==> config.mk <==
export PLATFORM = sky130hd
export DESIGN_NAME = fc_score_accum_flat
export DESIGN_NICKNAME = d
export VERILOG_FILES = /design/src/rtl/fc_score_accum_if.sv /design/src/rtl/fc_score_accum.sv /design/src/flat_wrapper.sv
export SDC_FILE = /design/constraint.sdc
export NUM_CORES = 2
export LEC_CHECK = 0
export CAP_MARGIN = 20
export CORE_MARGIN = 3
export CORE_UTILIZATION = 48
export DETAILED_ROUTE_END_ITERATION = 10
export PLACE_DENSITY = 0.76
export SKIP_CTS_REPAIR_TIMING = 1
export SLEW_MARGIN = 10
export SYNTH_ARGS = -nofsm -noshare
export SYNTH_HDL_FRONTEND = slang
export SYNTH_SLANG_ARGS = --single-unit
==> constraint.sdc <==
create_clock -name clk -period 7.2 [get_ports clk]
set_input_delay 1.44 -clock clk [delete_from_list [all_inputs] [get_ports clk]]
set_output_delay 1.44 -clock clk [all_outputs]
set_load 0.1 [all_outputs]
==> src/rtl/fc_score_accum_if.sv <==
// Bus bundle for fc_score_accum: feature stream handshake, weight ROM port,
// the ten class scores and status. The slave modport is the accumulator's
// view and the master modport is the upstream/ROM/comparator side.
interface fc_score_accum_if #(
  parameter int FEAT_W  = 8,
  parameter int WGT_W   = 8,
  parameter int ADDR_W  = 10,
  parameter int SCORE_W = 25
);
  logic                  start;
  logic                  in_valid;
  logic                  in_ready;
  logic [FEAT_W-1:0]     in_data;
  logic                  w_rd;
  logic [ADDR_W-1:0]     w_addr;
  logic [10*WGT_W-1:0]   w_data;
  logic [SCORE_W-1:0]    score0;
  logic [SCORE_W-1:0]    score1;
  logic [SCORE_W-1:0]    score2;
  logic [SCORE_W-1:0]    score3;
  logic [SCORE_W-1:0]    score4;
  logic [SCORE_W-1:0]    score5;
  logic [SCORE_W-1:0]    score6;
  logic [SCORE_W-1:0]    score7;
  logic [SCORE_W-1:0]    score8;
  logic [SCORE_W-1:0]    score9;
  logic                  score_valid;
  logic                  busy;

  modport slave (
    input  start, in_valid, in_data, w_data,
    output in_ready, w_rd, w_addr,
           score0, score1, score2, score3, score4,
           score5, score6, score7, score8, score9,
           score_valid, busy
  );

  modport master (
    output start, in_valid, in_data, w_data,
    input  in_ready, w_rd, w_addr,
           score0, score1, score2, score3, score4,
           score5, score6, score7, score8, score9,
           score_valid, busy
  );
endinterface

==> src/rtl/fc_score_accum.sv <==
// Output-layer accumulator of the digit classifier. Streams N_IN unsigned
// features, multiplies each against ten signed weights returned by an
// external synchronous ROM one cycle after the read, and publishes ten
// clamped unsigned scores with a one-cycle score_valid pulse.
module fc_score_accum #(
  parameter int FEAT_W  = 8,
  parameter int WGT_W   = 8,
  parameter int N_IN    = 196,
  parameter int ADDR_W  = 10,
  parameter int ACC_W   = 27,
  parameter int SCORE_W = 25
) (
  input  logic                 clk,
  input  logic                 rst_n,
  fc_score_accum_if.slave      bus
);
  localparam int N_CLS  = 10;
  localparam int PROD_W = FEAT_W + WGT_W + 1;
  localparam logic [ADDR_W-1:0] LAST_IDX = ADDR_W'(N_IN - 1);

  typedef enum logic [2:0] {
    S_IDLE  = 3'd0,
    S_ACCUM = 3'd1,
    S_FLUSH = 3'd2,
    S_CLAMP = 3'd3,
    S_DONE  = 3'd4
  } state_t;

  state_t              state_q, state_d;
  logic [ADDR_W-1:0]   cnt_q, cnt_d;
  logic [FEAT_W-1:0]   feat_q, feat_d;
  logic                mac_pend_q, mac_pend_d;
  logic                score_valid_q, score_valid_d;
  logic                clear_acc;
  logic                load_scores;
  logic                handshake;
  logic signed [PROD_W-1:0] feat_x;

  assign handshake = bus.in_valid & (state_q == S_ACCUM);

  // Feature is zero-extended to a positive signed value before the multiply.
  assign feat_x = PROD_W'($signed({1'b0, feat_q}));

  // Next-state and control decode for the frame sequencer.
  always_comb begin
    state_d       = state_q;
    cnt_d         = cnt_q;
    feat_d        = feat_q;
    mac_pend_d    = 1'b0;
    score_valid_d = 1'b0;
    clear_acc     = 1'b0;
    load_scores   = 1'b0;
    case (state_q)
      S_IDLE, S_DONE: begin
        if (bus.start) begin
          state_d   = S_ACCUM;
          cnt_d     = '0;
          clear_acc = 1'b1;
        end
      end
      S_ACCUM: begin
        if (handshake) begin
          feat_d     = bus.in_data;
          mac_pend_d = 1'b1;
          if (cnt_q == LAST_IDX) begin
            cnt_d   = '0;
            state_d = S_FLUSH;
          end else begin
            cnt_d = cnt_q + 1'b1;
          end
        end
      end
      // The MAC for the last feature lands during this cycle.
      S_FLUSH: state_d = S_CLAMP;
      S_CLAMP: begin
        load_scores   = 1'b1;
        score_valid_d = 1'b1;
        state_d       = S_DONE;
      end
      default: state_d = S_IDLE;
    endcase
  end

  // Sequencer, feature and control registers.
  always_ff @(posedge clk or negedge rst_n) begin
    if (!rst_n) begin
      state_q       <= S_IDLE;
      cnt_q         <= '0;
      feat_q        <= '0;
      mac_pend_q    <= 1'b0;
      score_valid_q <= 1'b0;
    end else begin
      state_q       <= state_d;
      cnt_q         <= cnt_d;
      feat_q        <= feat_d;
      mac_pend_q    <= mac_pend_d;
      score_valid_q <= score_valid_d;
    end
  end

  // One accumulator and one clamped score register per class.
  for (genvar gi = 0; gi < N_CLS; gi++) begin : g_cls
    logic signed [PROD_W-1:0] wgt_x;
    logic signed [PROD_W-1:0] prod;
    logic signed [ACC_W-1:0]  acc_q, acc_d;
    logic [SCORE_W-1:0]       score_q, score_d;

    assign wgt_x = PROD_W'($signed(bus.w_data[gi*WGT_W +: WGT_W]));
    assign prod  = feat_x * wgt_x;

    // Accumulate the pending product; a new frame zeroes the sum.
    always_comb begin
      acc_d = acc_q;
      if (clear_acc) begin
        acc_d = '0;
      end else if (mac_pend_q) begin
        acc_d = acc_q + {{(ACC_W-PROD_W){prod[PROD_W-1]}}, prod};
      end
    end

    // Saturate the signed sum into the unsigned score range.
    always_comb begin
      score_d = score_q;
      if (load_scores) begin
        if (acc_q[ACC_W-1]) begin
          score_d = '0;
        end else if (|acc_q[ACC_W-2:SCORE_W]) begin
          score_d = '1;
        end else begin
          score_d = acc_q[SCORE_W-1:0];
        end
      end
    end

    // Accumulator and score storage.
    always_ff @(posedge clk or negedge rst_n) begin
      if (!rst_n) begin
        acc_q   <= '0;
        score_q <= '0;
      end else begin
        acc_q   <= acc_d;
        score_q <= score_d;
      end
    end
  end

  assign bus.in_ready    = (state_q == S_ACCUM);
  assign bus.busy        = (state_q == S_ACCUM) || (state_q == S_FLUSH) ||
                           (state_q == S_CLAMP);
  assign bus.w_rd        = handshake;
  assign bus.w_addr      = cnt_q;
  assign bus.score_valid = score_valid_q;
  assign bus.score0      = g_cls[0].score_q;
  assign bus.score1      = g_cls[1].score_q;
  assign bus.score2      = g_cls[2].score_q;
  assign bus.score3      = g_cls[3].score_q;
  assign bus.score4      = g_cls[4].score_q;
  assign bus.score5      = g_cls[5].score_q;
  assign bus.score6      = g_cls[6].score_q;
  assign bus.score7      = g_cls[7].score_q;
  assign bus.score8      = g_cls[8].score_q;
  assign bus.score9      = g_cls[9].score_q;
endmodule
==> src/flat_wrapper.sv <==
// flat-port wrapper written by rule: the top's interface ports become plain ports
module fc_score_accum_flat 
#(
  parameter int FEAT_W  = 8,
  parameter int WGT_W   = 8,
  parameter int N_IN    = 196,
  parameter int ADDR_W  = 10,
  parameter int ACC_W   = 27,
  parameter int SCORE_W = 25
)
  (clk, rst_n, bus_start, bus_in_valid, bus_in_data, bus_w_data, bus_in_ready, bus_w_rd, bus_w_addr, bus_score0, bus_score1, bus_score2, bus_score3, bus_score4, bus_score5, bus_score6, bus_score7, bus_score8, bus_score9, bus_score_valid, bus_busy);
  fc_score_accum_if #(.FEAT_W(FEAT_W), .WGT_W(WGT_W), .ADDR_W(ADDR_W), .SCORE_W(SCORE_W)) bus_i ();
  input  logic clk;
  input  logic rst_n;
  input wire logic [$bits(bus_i.start)-1:0] bus_start;
  input wire logic [$bits(bus_i.in_valid)-1:0] bus_in_valid;
  input wire logic [$bits(bus_i.in_data)-1:0] bus_in_data;
  input wire logic [$bits(bus_i.w_data)-1:0] bus_w_data;
  output wire logic [$bits(bus_i.in_ready)-1:0] bus_in_ready;
  output wire logic [$bits(bus_i.w_rd)-1:0] bus_w_rd;
  output wire logic [$bits(bus_i.w_addr)-1:0] bus_w_addr;
  output wire logic [$bits(bus_i.score0)-1:0] bus_score0;
  output wire logic [$bits(bus_i.score1)-1:0] bus_score1;
  output wire logic [$bits(bus_i.score2)-1:0] bus_score2;
  output wire logic [$bits(bus_i.score3)-1:0] bus_score3;
  output wire logic [$bits(bus_i.score4)-1:0] bus_score4;
  output wire logic [$bits(bus_i.score5)-1:0] bus_score5;
  output wire logic [$bits(bus_i.score6)-1:0] bus_score6;
  output wire logic [$bits(bus_i.score7)-1:0] bus_score7;
  output wire logic [$bits(bus_i.score8)-1:0] bus_score8;
  output wire logic [$bits(bus_i.score9)-1:0] bus_score9;
  output wire logic [$bits(bus_i.score_valid)-1:0] bus_score_valid;
  output wire logic [$bits(bus_i.busy)-1:0] bus_busy;
  assign bus_i.start = bus_start;
  assign bus_i.in_valid = bus_in_valid;
  assign bus_i.in_data = bus_in_data;
  assign bus_i.w_data = bus_w_data;
  assign bus_in_ready = bus_i.in_ready;
  assign bus_w_rd = bus_i.w_rd;
  assign bus_w_addr = bus_i.w_addr;
  assign bus_score0 = bus_i.score0;
  assign bus_score1 = bus_i.score1;
  assign bus_score2 = bus_i.score2;
  assign bus_score3 = bus_i.score3;
  assign bus_score4 = bus_i.score4;
  assign bus_score5 = bus_i.score5;
  assign bus_score6 = bus_i.score6;
  assign bus_score7 = bus_i.score7;
  assign bus_score8 = bus_i.score8;
  assign bus_score9 = bus_i.score9;
  assign bus_score_valid = bus_i.score_valid;
  assign bus_busy = bus_i.busy;
  fc_score_accum #(.FEAT_W(FEAT_W), .WGT_W(WGT_W), .N_IN(N_IN), .ADDR_W(ADDR_W), .ACC_W(ACC_W), .SCORE_W(SCORE_W)) u_core (.clk(clk), .rst_n(rst_n), .bus(bus_i));
endmodule
==> metrics.md <==
| Metric | Value |
|---|---|
| Post-layout nets | `roughly 8.6k` |
| Finish-stage setup viols | `0` |
| Post-synthesis sequential area ratio | `roughly 24%` |
| Distinct cells, synth | `81` |
| Top Family by Delay on Critical Path | `adder cells` |
| Cell area after placement | `66770 um^2` |
| Post-Syn Nets | `around 7.6k` |
| Min-Delay Path Depth | `2` |
| Row count | `about 120` |
| Top post-synthesis cells by area | `dfrtp_1, ha_1, fa_1` |
| Fin crit period | `roughly 7200 ps` |
| Largest family of logic cells by synthesized area | `adder cells` |
| Commonest non-fill, non-tap cells in the layout | `buf_4, ha_1, nor2_1` |
| CTS max path bufs | `3` |
| Post-DP HPWL | `about 110000 um` |
| Crit path launch type | `input pin` |
| Asr flop ratio synth | `100.0%` |
| Post-DRT Antenna Nets | `0` |
| Post-Synth Simple-Gate Area | `around 17%` |
| Post-Syn Area | `roughly 56000 um^2` |
| Hold Startpoint | `u_core.bus.score4[17]` |
| Clock-pin slew on the worst setup and hold paths | `60 ps` |
| Worst Hold Path EP | `u_core.bus.score4[17]` |
| Share of cells above drive strength 1 | `17.07%` |
| Worst endpoint required time | `approximately 7800 ps` |
| Detailed Routing Iterations Pass 1 | `6` |
| CTS Sinks | `543` |
| Max-Cap Viols | `0` |
| Final Non-Filler Cells | `about 9k` |
| RR Startpoint | `u_core.feat_q[0]` |
| Synthesis-to-layout area growth | `26.49%` |
| Die area | `approximately 120000 um^2` |
| GRT Total Usage | `between 20% and 30%` |
| 1st-iter DRT viols | `roughly 2.8k` |
| H-tree Lvls | `3` |
| Skew final | `just under 30 ps` |
| Commonest non-fill, non-tap cell in the layout | `buf_4` |
| RePlAce Congestion | `0.8896` |
| Final wirelength | `around 150000 um` |
| Worst-margin pin slew | `roughly 1100 ps` |
| CTS root buf | `clkbuf_16` |
| Compound-Gate Fraction of Synth Area | `about 14%` |
| Max Freq | `0.1394 GHz` |
| Avg Inst Size Synth | `8.774 um^2` |
| Final Cell Area | `between 70000 and 80000 um^2` |
| Antenna violations before repair | `21` |
| Num CTS Buffers | `66` |
| IO Count | `between 300 and 400` |
| Via Count | `between 40k and 50k` |
| Wire length per cell | `roughly 17 um` |
| Max stage delay on crit path | `roughly 530 ps` |
| Setup CP Type | `in2reg` |
| Slew headroom | `24.44%` |
| Post-Synthesis Cells | `6382` |
| Port Buffers | `between 300 and 400` |
| R2r worst-path depth | `34` |
| Starting Density | `48.64%` |
| Worst path buffer plus inverter count | `6` |
| Number of enable flip-flop cells after synthesis | `0` |
| Largest area contributor in the netlist | `dfrtp_1` |
| Ys flop type | `dfrtp_1` |
| Status | `finished clean` |
| Multiplexer share of the synthesized area | `2.594%` |
| Skew-Pair Late Insertion Delay | `between 600 and 700 ps` |
| CTS tree | `done` |
| Reg-to-Reg End | `u_core.g_cls[3].acc_q[26]` |
| CP Max Fanout | `4` |
| Largest net degree at the start of global routing | `202` |
| CP arrival | `7730 ps` |
| Placed Cells | `8761` |
| Vias in the first global route | `slightly below 50k` |
| Critical Path Stages | `31` |
| Crit. End Element | `flip-flop` |
| Gr ovfl total | `0` |
| Die X | `between 300 and 400 um` |
| Final count of hold timing violations | `0` |
| #FFs+latches synth | `~540` |
| HP Class | `reg2reg` |
| Syn. warnings | `0` |
| R2r setup slk | `210 ps` |
| Core Region | `roughly 120000 um^2` |
| Synth Area in Adders | `a little under 30%` |
| Vias per cell | `approximately 5.4` |
| First-pass GRT wire length | `248000 um` |
| RSZ-0062 raised after global routing | `yes` |
| Synth top area share | `between 20% and 30%` |
| Xor/xnor cell area share of the yosys netlist | `5.318%` |
| Final slew viol count | `0` |
| Critical path's slowest cell | `fa_1` |
| Final period util | `between 90% and 100%` |
| Die extent in y | `around 350 um` |
| Drc violations | `0` |
-- logic make-up after synthesis --
kind of cell    count (synthesis)
simple gates                 2073
compound gates               1216
fa+ha+maj                    1101
buf+inv                       965
flops                         543
xor+xnor                      340
mux                           144
-- cell usage after synthesis (10+ instances only) --
library cell	number
ha_1	721
inv_1	697
nor2_1	679
nand2_1	628
dfrtp_1	543
and2_1	424
fa_1	380
a21oi_1	312
o31ai_1	265
clkbuf_1	244
xnor2_1	220
o21ai_0	176
a21o_1	157
mux2i_1	135
xor2_1	120
nand2b_1	72
nand3_1	57
o21bai_1	52
nor3_1	49
o21a_1	47
nor2b_1	44
a211oi_1	34
and3_1	28
a31oi_1	27
nand4_1	23
or3_1	22
o211ai_1	18
buf_1	17
o31a_1	15
o41ai_1	12
or2_2	10
-- registers in the layout, summed over array words and instances, names as in the netlist --
name / cells
u_core.bus.score9: 25
u_core.feat_q: 8
u_core.g_cls.acc_q: 270
u_core.bus.score4: 25
u_core.bus.score3: 25
u_core.bus.w_addr: 10
u_core.bus.score1: 25
u_core.bus.score5: 25
u_core.bus.score2: 25
u_core.bus.score7: 25
u_core.bus.score0: 25
u_core.mac_pend_q: 1
u_core.bus.score8: 25
u_core.bus.score6: 25
u_core.state_q: 3
u_core.bus.score_valid: 1
-- worst reg2reg max path: cells and delay by family (launching register included) --
family          cells  cell delay [ps]
fa+ha+maj           6             1960
xor+xnor            3              550
compound gates     12             2030
simple gates        6              960
buf+inv             7              890
flops               1              510
-- cell type report --
type	count	area (um^2)
clock buffers	91	1876
clock inverters	30	500.5
fillers	9468	44290
flip-flops and latches	543	13610
repair buffers	1192	10270
inverters	697	2628
multi-input cells	4874	40020
diodes	16	40.04
well taps	1512	1892
-- per-stage QoR --
stage	hold slack [ps]	setup WS (ps)	utilization, %	TNS [ps]
floorplan	478.2	-210.5	-	-279.5
global placement	459.5	-913.9	58.00	-59030
detailed placement	465.3	-1066	58.00	-75430
CTS	479.0	-391.4	60.06	-9425
global route	496.8	-169.5	61.50	-1429
finish	473.4	25.09	61.53	0
-- worst max path at each step --
stage | start | endpoint | slack, ps
final | bus_w_data[31] | u_core.g_cls[3].acc_q[26] | 30
after detailed placement | bus_w_data[16] | u_core.g_cls[2].acc_q[26] | -1070
after global routing | bus_w_data[31] | u_core.g_cls[3].acc_q[26] | -170
after CTS | bus_w_data[16] | u_core.g_cls[2].acc_q[26] | -390
after floorplan | bus_w_data[36] | u_core.g_cls[4].acc_q[26] | -210
after global placement | bus_w_data[36] | u_core.g_cls[4].acc_q[26] | -910
-- layer usage --
| metal | GRT usage [%] | part of all wire [%] | vias up |
|---|---|---|---|
| met2 | 43.62 | 49 | 1015 |
| met4 | 7.300 | 2.8 | 12 |
| li1 | - | - | 23300 |
| met1 | 31.84 | 43 | 23770 |
| met5 | 0 | 0.051 | - |
| met3 | 3.466 | 5.1 | 265 |
Power is not shown: default switching activity piles up to over one toggle a cycle in this logic, so the estimate is an artifact.
